### src/rtl/alu_reservation_station.sv
// ALU reservation station: holds dispatched ALU/branch/jump instructions until
// both operands are available, snoops the ALU and LSB result buses for
// wakeup, and issues the lowest-index ready entry once per cycle.
module alu_reservation_station #(
  parameter int RS_SIZE  = 8,
  parameter int RS_IDX_W = 3,
  parameter int WORD_W   = 32,
  parameter int TAG_W    = 4,
  parameter int OP_W     = 6
) (
  input  logic              clk_in,
  input  logic              rst_n_in,
  input  logic              rdy_in,
  input  logic              rob_clear_in,
  input  logic              dispatch_signal_in,
  input  logic [OP_W-1:0]   dispatch_op_in,
  input  logic [WORD_W-1:0] dispatch_imm_in,
  input  logic [WORD_W-1:0] dispatch_pc_in,
  input  logic              dispatch_rs1_ready_in,
  input  logic [WORD_W-1:0] dispatch_rs1val_in,
  input  logic [TAG_W-1:0]  dispatch_rs1tag_in,
  input  logic              dispatch_rs2_ready_in,
  input  logic [WORD_W-1:0] dispatch_rs2val_in,
  input  logic [TAG_W-1:0]  dispatch_rs2tag_in,
  input  logic [TAG_W-1:0]  dispatch_dest_in,
  output logic              full_out,
  input  logic              alu_broadcast_signal_in,
  input  logic [WORD_W-1:0] alu_result_in,
  input  logic [TAG_W-1:0]  alu_dest_tag_in,
  input  logic              lsb_broadcast_signal_in,
  input  logic [WORD_W-1:0] lsb_result_in,
  input  logic [TAG_W-1:0]  lsb_dest_tag_in,
  output logic              alu_calculate_signal_out,
  output logic [OP_W-1:0]   alu_op_out,
  output logic [WORD_W-1:0] alu_imm_out,
  output logic [WORD_W-1:0] alu_pc_out,
  output logic [WORD_W-1:0] alu_rs1val_out,
  output logic [WORD_W-1:0] alu_rs2val_out,
  output logic [TAG_W-1:0]  alu_dest_out
);

  // Entry storage
  logic [RS_SIZE-1:0] busy_q, busy_d;
  logic [RS_SIZE-1:0] q1_q, q1_d;
  logic [RS_SIZE-1:0] q2_q, q2_d;
  logic [OP_W-1:0]    op_q   [RS_SIZE];
  logic [OP_W-1:0]    op_d   [RS_SIZE];
  logic [WORD_W-1:0]  imm_q  [RS_SIZE];
  logic [WORD_W-1:0]  imm_d  [RS_SIZE];
  logic [WORD_W-1:0]  pc_q   [RS_SIZE];
  logic [WORD_W-1:0]  pc_d   [RS_SIZE];
  logic [WORD_W-1:0]  v1_q   [RS_SIZE];
  logic [WORD_W-1:0]  v1_d   [RS_SIZE];
  logic [WORD_W-1:0]  v2_q   [RS_SIZE];
  logic [WORD_W-1:0]  v2_d   [RS_SIZE];
  logic [TAG_W-1:0]   t1_q   [RS_SIZE];
  logic [TAG_W-1:0]   t1_d   [RS_SIZE];
  logic [TAG_W-1:0]   t2_q   [RS_SIZE];
  logic [TAG_W-1:0]   t2_d   [RS_SIZE];
  logic [TAG_W-1:0]   dest_q [RS_SIZE];
  logic [TAG_W-1:0]   dest_d [RS_SIZE];

  // Issue output registers
  logic              calc_q, calc_d;
  logic [OP_W-1:0]   out_op_q, out_op_d;
  logic [WORD_W-1:0] out_imm_q, out_imm_d;
  logic [WORD_W-1:0] out_pc_q, out_pc_d;
  logic [WORD_W-1:0] out_v1_q, out_v1_d;
  logic [WORD_W-1:0] out_v2_q, out_v2_d;
  logic [TAG_W-1:0]  out_dest_q, out_dest_d;

  logic [RS_IDX_W-1:0] free_idx;
  logic [RS_IDX_W-1:0] sel_idx;
  logic                sel_found;

  // Resolve a not-ready operand against both result buses; ALU has priority.
  // Returns {ready, value}.
  function automatic logic [WORD_W:0] resolve(
    input logic              rdy,
    input logic [WORD_W-1:0] val,
    input logic [TAG_W-1:0]  tag,
    input logic              a_vld,
    input logic [TAG_W-1:0]  a_tag,
    input logic [WORD_W-1:0] a_val,
    input logic              l_vld,
    input logic [TAG_W-1:0]  l_tag,
    input logic [WORD_W-1:0] l_val
  );
    logic [WORD_W:0] r;
    r = {rdy, val};
    if (!rdy) begin
      if (a_vld && a_tag == tag)      r = {1'b1, a_val};
      else if (l_vld && l_tag == tag) r = {1'b1, l_val};
    end
    return r;
  endfunction

  assign full_out = &busy_q;

  assign alu_calculate_signal_out = calc_q;
  assign alu_op_out               = out_op_q;
  assign alu_imm_out              = out_imm_q;
  assign alu_pc_out               = out_pc_q;
  assign alu_rs1val_out           = out_v1_q;
  assign alu_rs2val_out           = out_v2_q;
  assign alu_dest_out             = out_dest_q;

  // Lowest free slot for dispatch and lowest ready busy slot for issue.
  always_comb begin
    free_idx  = '0;
    sel_idx   = '0;
    sel_found = 1'b0;
    for (int i = RS_SIZE - 1; i >= 0; i--) begin
      if (!busy_q[i]) free_idx = RS_IDX_W'(i);
      if (busy_q[i] && q1_q[i] && q2_q[i]) begin
        sel_idx   = RS_IDX_W'(i);
        sel_found = 1'b1;
      end
    end
  end

  // Next-state: wakeup, issue, dispatch with bypass, flush.
  always_comb begin
    busy_d     = busy_q;
    q1_d       = q1_q;
    q2_d       = q2_q;
    op_d       = op_q;
    imm_d      = imm_q;
    pc_d       = pc_q;
    v1_d       = v1_q;
    v2_d       = v2_q;
    t1_d       = t1_q;
    t2_d       = t2_q;
    dest_d     = dest_q;
    calc_d     = 1'b0;
    out_op_d   = out_op_q;
    out_imm_d  = out_imm_q;
    out_pc_d   = out_pc_q;
    out_v1_d   = out_v1_q;
    out_v2_d   = out_v2_q;
    out_dest_d = out_dest_q;

    if (rdy_in) begin
      if (rob_clear_in) begin
        busy_d = '0;
      end else begin
        for (int i = 0; i < RS_SIZE; i++) begin
          if (busy_q[i]) begin
            {q1_d[i], v1_d[i]} = resolve(q1_q[i], v1_q[i], t1_q[i],
              alu_broadcast_signal_in, alu_dest_tag_in, alu_result_in,
              lsb_broadcast_signal_in, lsb_dest_tag_in, lsb_result_in);
            {q2_d[i], v2_d[i]} = resolve(q2_q[i], v2_q[i], t2_q[i],
              alu_broadcast_signal_in, alu_dest_tag_in, alu_result_in,
              lsb_broadcast_signal_in, lsb_dest_tag_in, lsb_result_in);
          end
        end

        if (sel_found) begin
          busy_d[sel_idx] = 1'b0;
          calc_d          = 1'b1;
          out_op_d        = op_q[sel_idx];
          out_imm_d       = imm_q[sel_idx];
          out_pc_d        = pc_q[sel_idx];
          out_v1_d        = v1_q[sel_idx];
          out_v2_d        = v2_q[sel_idx];
          out_dest_d      = dest_q[sel_idx];
        end

        // The issued slot was busy before the edge, so free_idx never aliases it.
        if (dispatch_signal_in && !full_out) begin
          busy_d[free_idx] = 1'b1;
          op_d[free_idx]   = dispatch_op_in;
          imm_d[free_idx]  = dispatch_imm_in;
          pc_d[free_idx]   = dispatch_pc_in;
          t1_d[free_idx]   = dispatch_rs1tag_in;
          t2_d[free_idx]   = dispatch_rs2tag_in;
          dest_d[free_idx] = dispatch_dest_in;
          {q1_d[free_idx], v1_d[free_idx]} = resolve(dispatch_rs1_ready_in,
            dispatch_rs1val_in, dispatch_rs1tag_in,
            alu_broadcast_signal_in, alu_dest_tag_in, alu_result_in,
            lsb_broadcast_signal_in, lsb_dest_tag_in, lsb_result_in);
          {q2_d[free_idx], v2_d[free_idx]} = resolve(dispatch_rs2_ready_in,
            dispatch_rs2val_in, dispatch_rs2tag_in,
            alu_broadcast_signal_in, alu_dest_tag_in, alu_result_in,
            lsb_broadcast_signal_in, lsb_dest_tag_in, lsb_result_in);
        end
      end
    end
  end

  // State registers with asynchronous active-low reset.
  always_ff @(posedge clk_in or negedge rst_n_in) begin
    if (!rst_n_in) begin
      busy_q     <= '0;
      q1_q       <= '0;
      q2_q       <= '0;
      for (int i = 0; i < RS_SIZE; i++) begin
        op_q[i]   <= '0;
        imm_q[i]  <= '0;
        pc_q[i]   <= '0;
        v1_q[i]   <= '0;
        v2_q[i]   <= '0;
        t1_q[i]   <= '0;
        t2_q[i]   <= '0;
        dest_q[i] <= '0;
      end
      calc_q     <= 1'b0;
      out_op_q   <= '0;
      out_imm_q  <= '0;
      out_pc_q   <= '0;
      out_v1_q   <= '0;
      out_v2_q   <= '0;
      out_dest_q <= '0;
    end else begin
      busy_q     <= busy_d;
      q1_q       <= q1_d;
      q2_q       <= q2_d;
      op_q       <= op_d;
      imm_q      <= imm_d;
      pc_q       <= pc_d;
      v1_q       <= v1_d;
      v2_q       <= v2_d;
      t1_q       <= t1_d;
      t2_q       <= t2_d;
      dest_q     <= dest_d;
      calc_q     <= calc_d;
      out_op_q   <= out_op_d;
      out_imm_q  <= out_imm_d;
      out_pc_q   <= out_pc_d;
      out_v1_q   <= out_v1_d;
      out_v2_q   <= out_v2_d;
      out_dest_q <= out_dest_d;
    end
  end

endmodule

### config.mk
export PLATFORM = sky130hd
export DESIGN_NAME = alu_reservation_station
export DESIGN_NICKNAME = d
export VERILOG_FILES = /design/src/rtl/alu_reservation_station.sv
export SDC_FILE = /design/constraint.sdc
export NUM_CORES = 2
export LEC_CHECK = 0
export CAP_MARGIN = 20
export CORE_UTILIZATION = 61
export CTS_CLUSTER_DIAMETER = 50
export DETAILED_ROUTE_END_ITERATION = 6
export HOLD_SLACK_MARGIN = 0.12
export PLACE_DENSITY = 0.85
export SLEW_MARGIN = 20
export SYNTH_ARGS = -nofsm -noshare
export SYNTH_HDL_FRONTEND = slang
export SYNTH_SLANG_ARGS = --single-unit
export TNS_END_PERCENT = 100
### constraint.sdc
create_clock -name clk_in -period 2.5 [get_ports clk_in]
set_input_delay 0.25 -clock clk_in [delete_from_list [all_inputs] [get_ports clk_in]]
set_output_delay 0.25 -clock clk_in [all_outputs]
set_load 0.03 [all_outputs]
==> flow_summary.ini <==
[logic_synthesis]
synth_area_leaders = dfrtp_1, mux2i_1, nand2_1, mux2_2, nor2_1
synth_fp_nets = 8135
post-synth-top-count-cell = nand2_1
synth_top_family_by_area = compound AO/OA/AOI/OAI gates
post_synth.cell_area_avg_sq_um = 9.45
synthSimpleGateAreaFrac_pct = 16.3
syn_area_sq_mm = 0.0747
synth_compound_area_share_pct = 17.5
synthXorXnorAreaFrac_pct = 1.69
synth_cells = 7908
synth_cell_type_count = 82
synth_flop_cell = dfrtp_1
ys_warn_count = 0
ys_seq_area_share_pct = 44.6
synth_fa_ha_area_share_pct = 0
yosys-mux-area-fraction_pct = 15.2
synth_async_sr_flop_share_pct = 100
synth_top_area_cell = dfrtp_1
ys_top_cells_by_count = nand2_1, dfrtp_1, nor2_1
yosysTopAreaCellShare_pct = 44.6
ys_seq_elements = 1331
synth-edff-count = 0

[detailed_routing]
drtAntennaViolNets = 0
topRoutingLayerUsed = met5
wl_met1_um = 107000
via_per_inst = 7.35
dr_wl_met2_um = 132000
post_drt_wl_per_cell_um = 31.5
dr.first_iter.drc_count = 14252
drcViolationCount = 31
firstDrtPassIters = 7
wl_met3_um = 51600
wirelength_um = 325000
vias = 75880

[min_path]
hold-path-endpoint = imm_q[73]$_DFFE_PN0P_
hold_depth = 3
min_from = dispatch_imm_in[9]
hold_class = input port to flop

[job]
cap_violations = 0

[cts]
clock_latency_ns = 0.84
cts_tree = done
cts_max_path_buffers = 3
clock-root-buffer = clkbuf_16
clock-sinks = 1331
cts_inserted_buffers = 158
path_clk_slew_ns = 0.06
cts-htree-levels = 4

[finish]
layout-drive-gt1-share_pct = 22.3
multi_input_area_sq_mm = 0.0385
seqCellArea_sq_mm = 0.0333
nets = 8767
utilization_pct = 76.8
fillers = 7308
areaGrowthSynthToFinish_pct = 25.0
design_area_sq_mm = 0.0934

[sta]
period_needed_ns = 2.54
clock.fmax_mhz = 393
worst_slew_pin_slew_ns = 0.928
relSlewSlack_pct = 37.9
holdWs_ns = 0.163
fin_crit_sh_pct = 102
rsz0062_at_grt = true
finClkSkew_ns = 0.0353
setup-violations-final = 39
setup-tns-final_ns = -0.533
layout_setup_ws_ns = -0.0449
final_max_slew_viol_count = 0
hold_viol = 0

[place]
port_buffers = 366
post-place-ws_ns = -0.512
placed_cell_area_sq_mm = 0.0871
place_congestion = 1.03
dpl.hpwl_um = 203000

[floorplanning]
die_area_sq_mm = 0.124
die-height_um = 352
die_width_um = 352
num_rows = 128
core_sq_mm = 0.122
initial_utilization_pct = 61.4
num_io_pins = 367

[worst_setup_path]
cpMaxStageDelayCell = a2111o_1
crit_type = flop to flop
crit_path_end_kind = flop
reg2reg_from = busy_q[6]$_DFFE_PN0P_
slowest_delay_ns = 0.51
reg2reg_to = imm_q[57]$_DFFE_PN0P_
arrival_ns = 3.25
r2r_cells = 8
crit_fanout = 16
path_cells = buf_4, a2111o_1, nor4_4, buf_6, buf_12, buf_4, buf_12, mux2_2
rrSetupSlack_ns = -0.04
cp.required_ns = 3.20
crit_start = busy_q[6]$_DFFE_PN0P_
cp-start-kind = flop

[outcome]
violations = DRC, setup timing
status = finished with violations

[global_routing]
grt_first_pass_wirelength_um = 471000
first_global_vias = 75689
overflow = 0
grt_start_max_net_pins = 120
antenna_found_initial = 30
grtUsageTotal_pct = 50.1

[pwr]
cellLeakagePower_nw = 41.4
pwr_density_cell_mw_per_mm2 = 713
vdd_drop_max_mv = 0.810
[registers in the layout (all words and copies together), names as in the netlist]
| name | flops |
|---|---|
| alu_op_out | 6 |
| pc_q | 256 |
| v1_q | 256 |
| t2_q | 32 |
| q1_q | 8 |
| op_q | 48 |
| busy_q | 8 |
| alu_rs2val_out | 32 |
| alu_calculate_signal_out | 1 |
| alu_rs1val_out | 32 |
| imm_q | 256 |
| dest_q | 32 |
| alu_dest_out | 4 |
| alu_imm_out | 32 |
| q2_q | 8 |
| t1_q | 32 |
| v2_q | 256 |
| alu_pc_out | 32 |
[cell usage in the layout (no fill, tap or decap), types with 82 or more instances in the layout]
master           count
nand2_1           1674
dfrtp_1           1327
mux2i_1            676
nor2_1             670
buf_4              617
mux2_2             407
clkdlybuf4s50_1    364
a211oi_1           267
buf_12             258
nor3_1             237
o21ai_0            230
clkbuf_16          170
a21oi_1            164
a221oi_2           148
nand3_1            130
o22ai_1            122
xnor2_1             82
[where the power goes]
| part | internal [mW] | total (mW) | switching, mW | leakage (nW) |
|---|---|---|---|---|
| Sequential | 24.7 | 27.6 | 2.85 | 17.6 |
| Clock | 13.7 | 23.8 | 10.0 | 2.57 |
| Combinational | 6.41 | 15.3 | 8.88 | 21.2 |
[through the flow]
stage | std cells | power [mW]
finish | 10321 | 66.6
global route | 10305 | 68.1
CTS | 10249 | 65.6
detailed placement | 9961 | 42.0
global placement | 9961 | 41.3
floorplan | 7908 | 35.1
[critical path, delay by kind of cell, from the launching register on]
kind | cells | cell delay (ns)
flops | 1 | 0.42
compound gates | 1 | 0.51
buf+inv | 5 | 0.91
simple gates | 1 | 0.18
mux | 1 | 0.37
[logic make-up (layout without fill, tap and decap cells)]
group,Yosys count,after routing
simple gates,2956,2956
compound gates,1575,1575
flops,1331,1331
mux,1087,1087
buf+inv,815,1565
xor+xnor,144,144
other cells,0,38
[per-layer routing]
layer,track usage (%),vias to the layer above
met1,60.7,36060
met5,0.192,-
met2,70.8,7743
li1,-,29505
met4,40.7,10
met3,19.3,2562
[how the worst max path moves through the flow]
stage                       endpoint  slack [ns]  depth (start not counted)
2_1_floorplan   v1_q[38]$_DFFE_PN0P_        0.21                          9
6_report       imm_q[57]$_DFFE_PN0P_       -0.04                          8
4_1_cts         v2_q[38]$_DFFE_PN0P_       0.001                          9
5_1_grt         v1_q[63]$_DFFE_PN0P_       -0.04                          9
3_3_place_gp    v1_q[33]$_DFFE_PN0P_       -0.44                          9
3_5_place_dp    v1_q[42]$_DFFE_PN0P_       -0.51                         10
[repair_timing]
item,4_1_cts,5_1_grt
hold buffers,2,0
buffers inserted,8,23
hold endpoints to repair,1331,0
setup endpoints to repair,97,232
gates cloned,0,11
pin swaps,6,9
gates resized for setup,14,51
[layout make-up]
cell class	count	share of cell area (%)
antenna	38	0.102
clock buffer	212	4.80
clock inverter	66	0.846
inverter	14	0.0616
multi-input combinational	5762	41.3
sequential	1331	35.7
tap	1625	2.18
timing repair buffer	1273	15.1
Power figures use the tool's default switching activity.
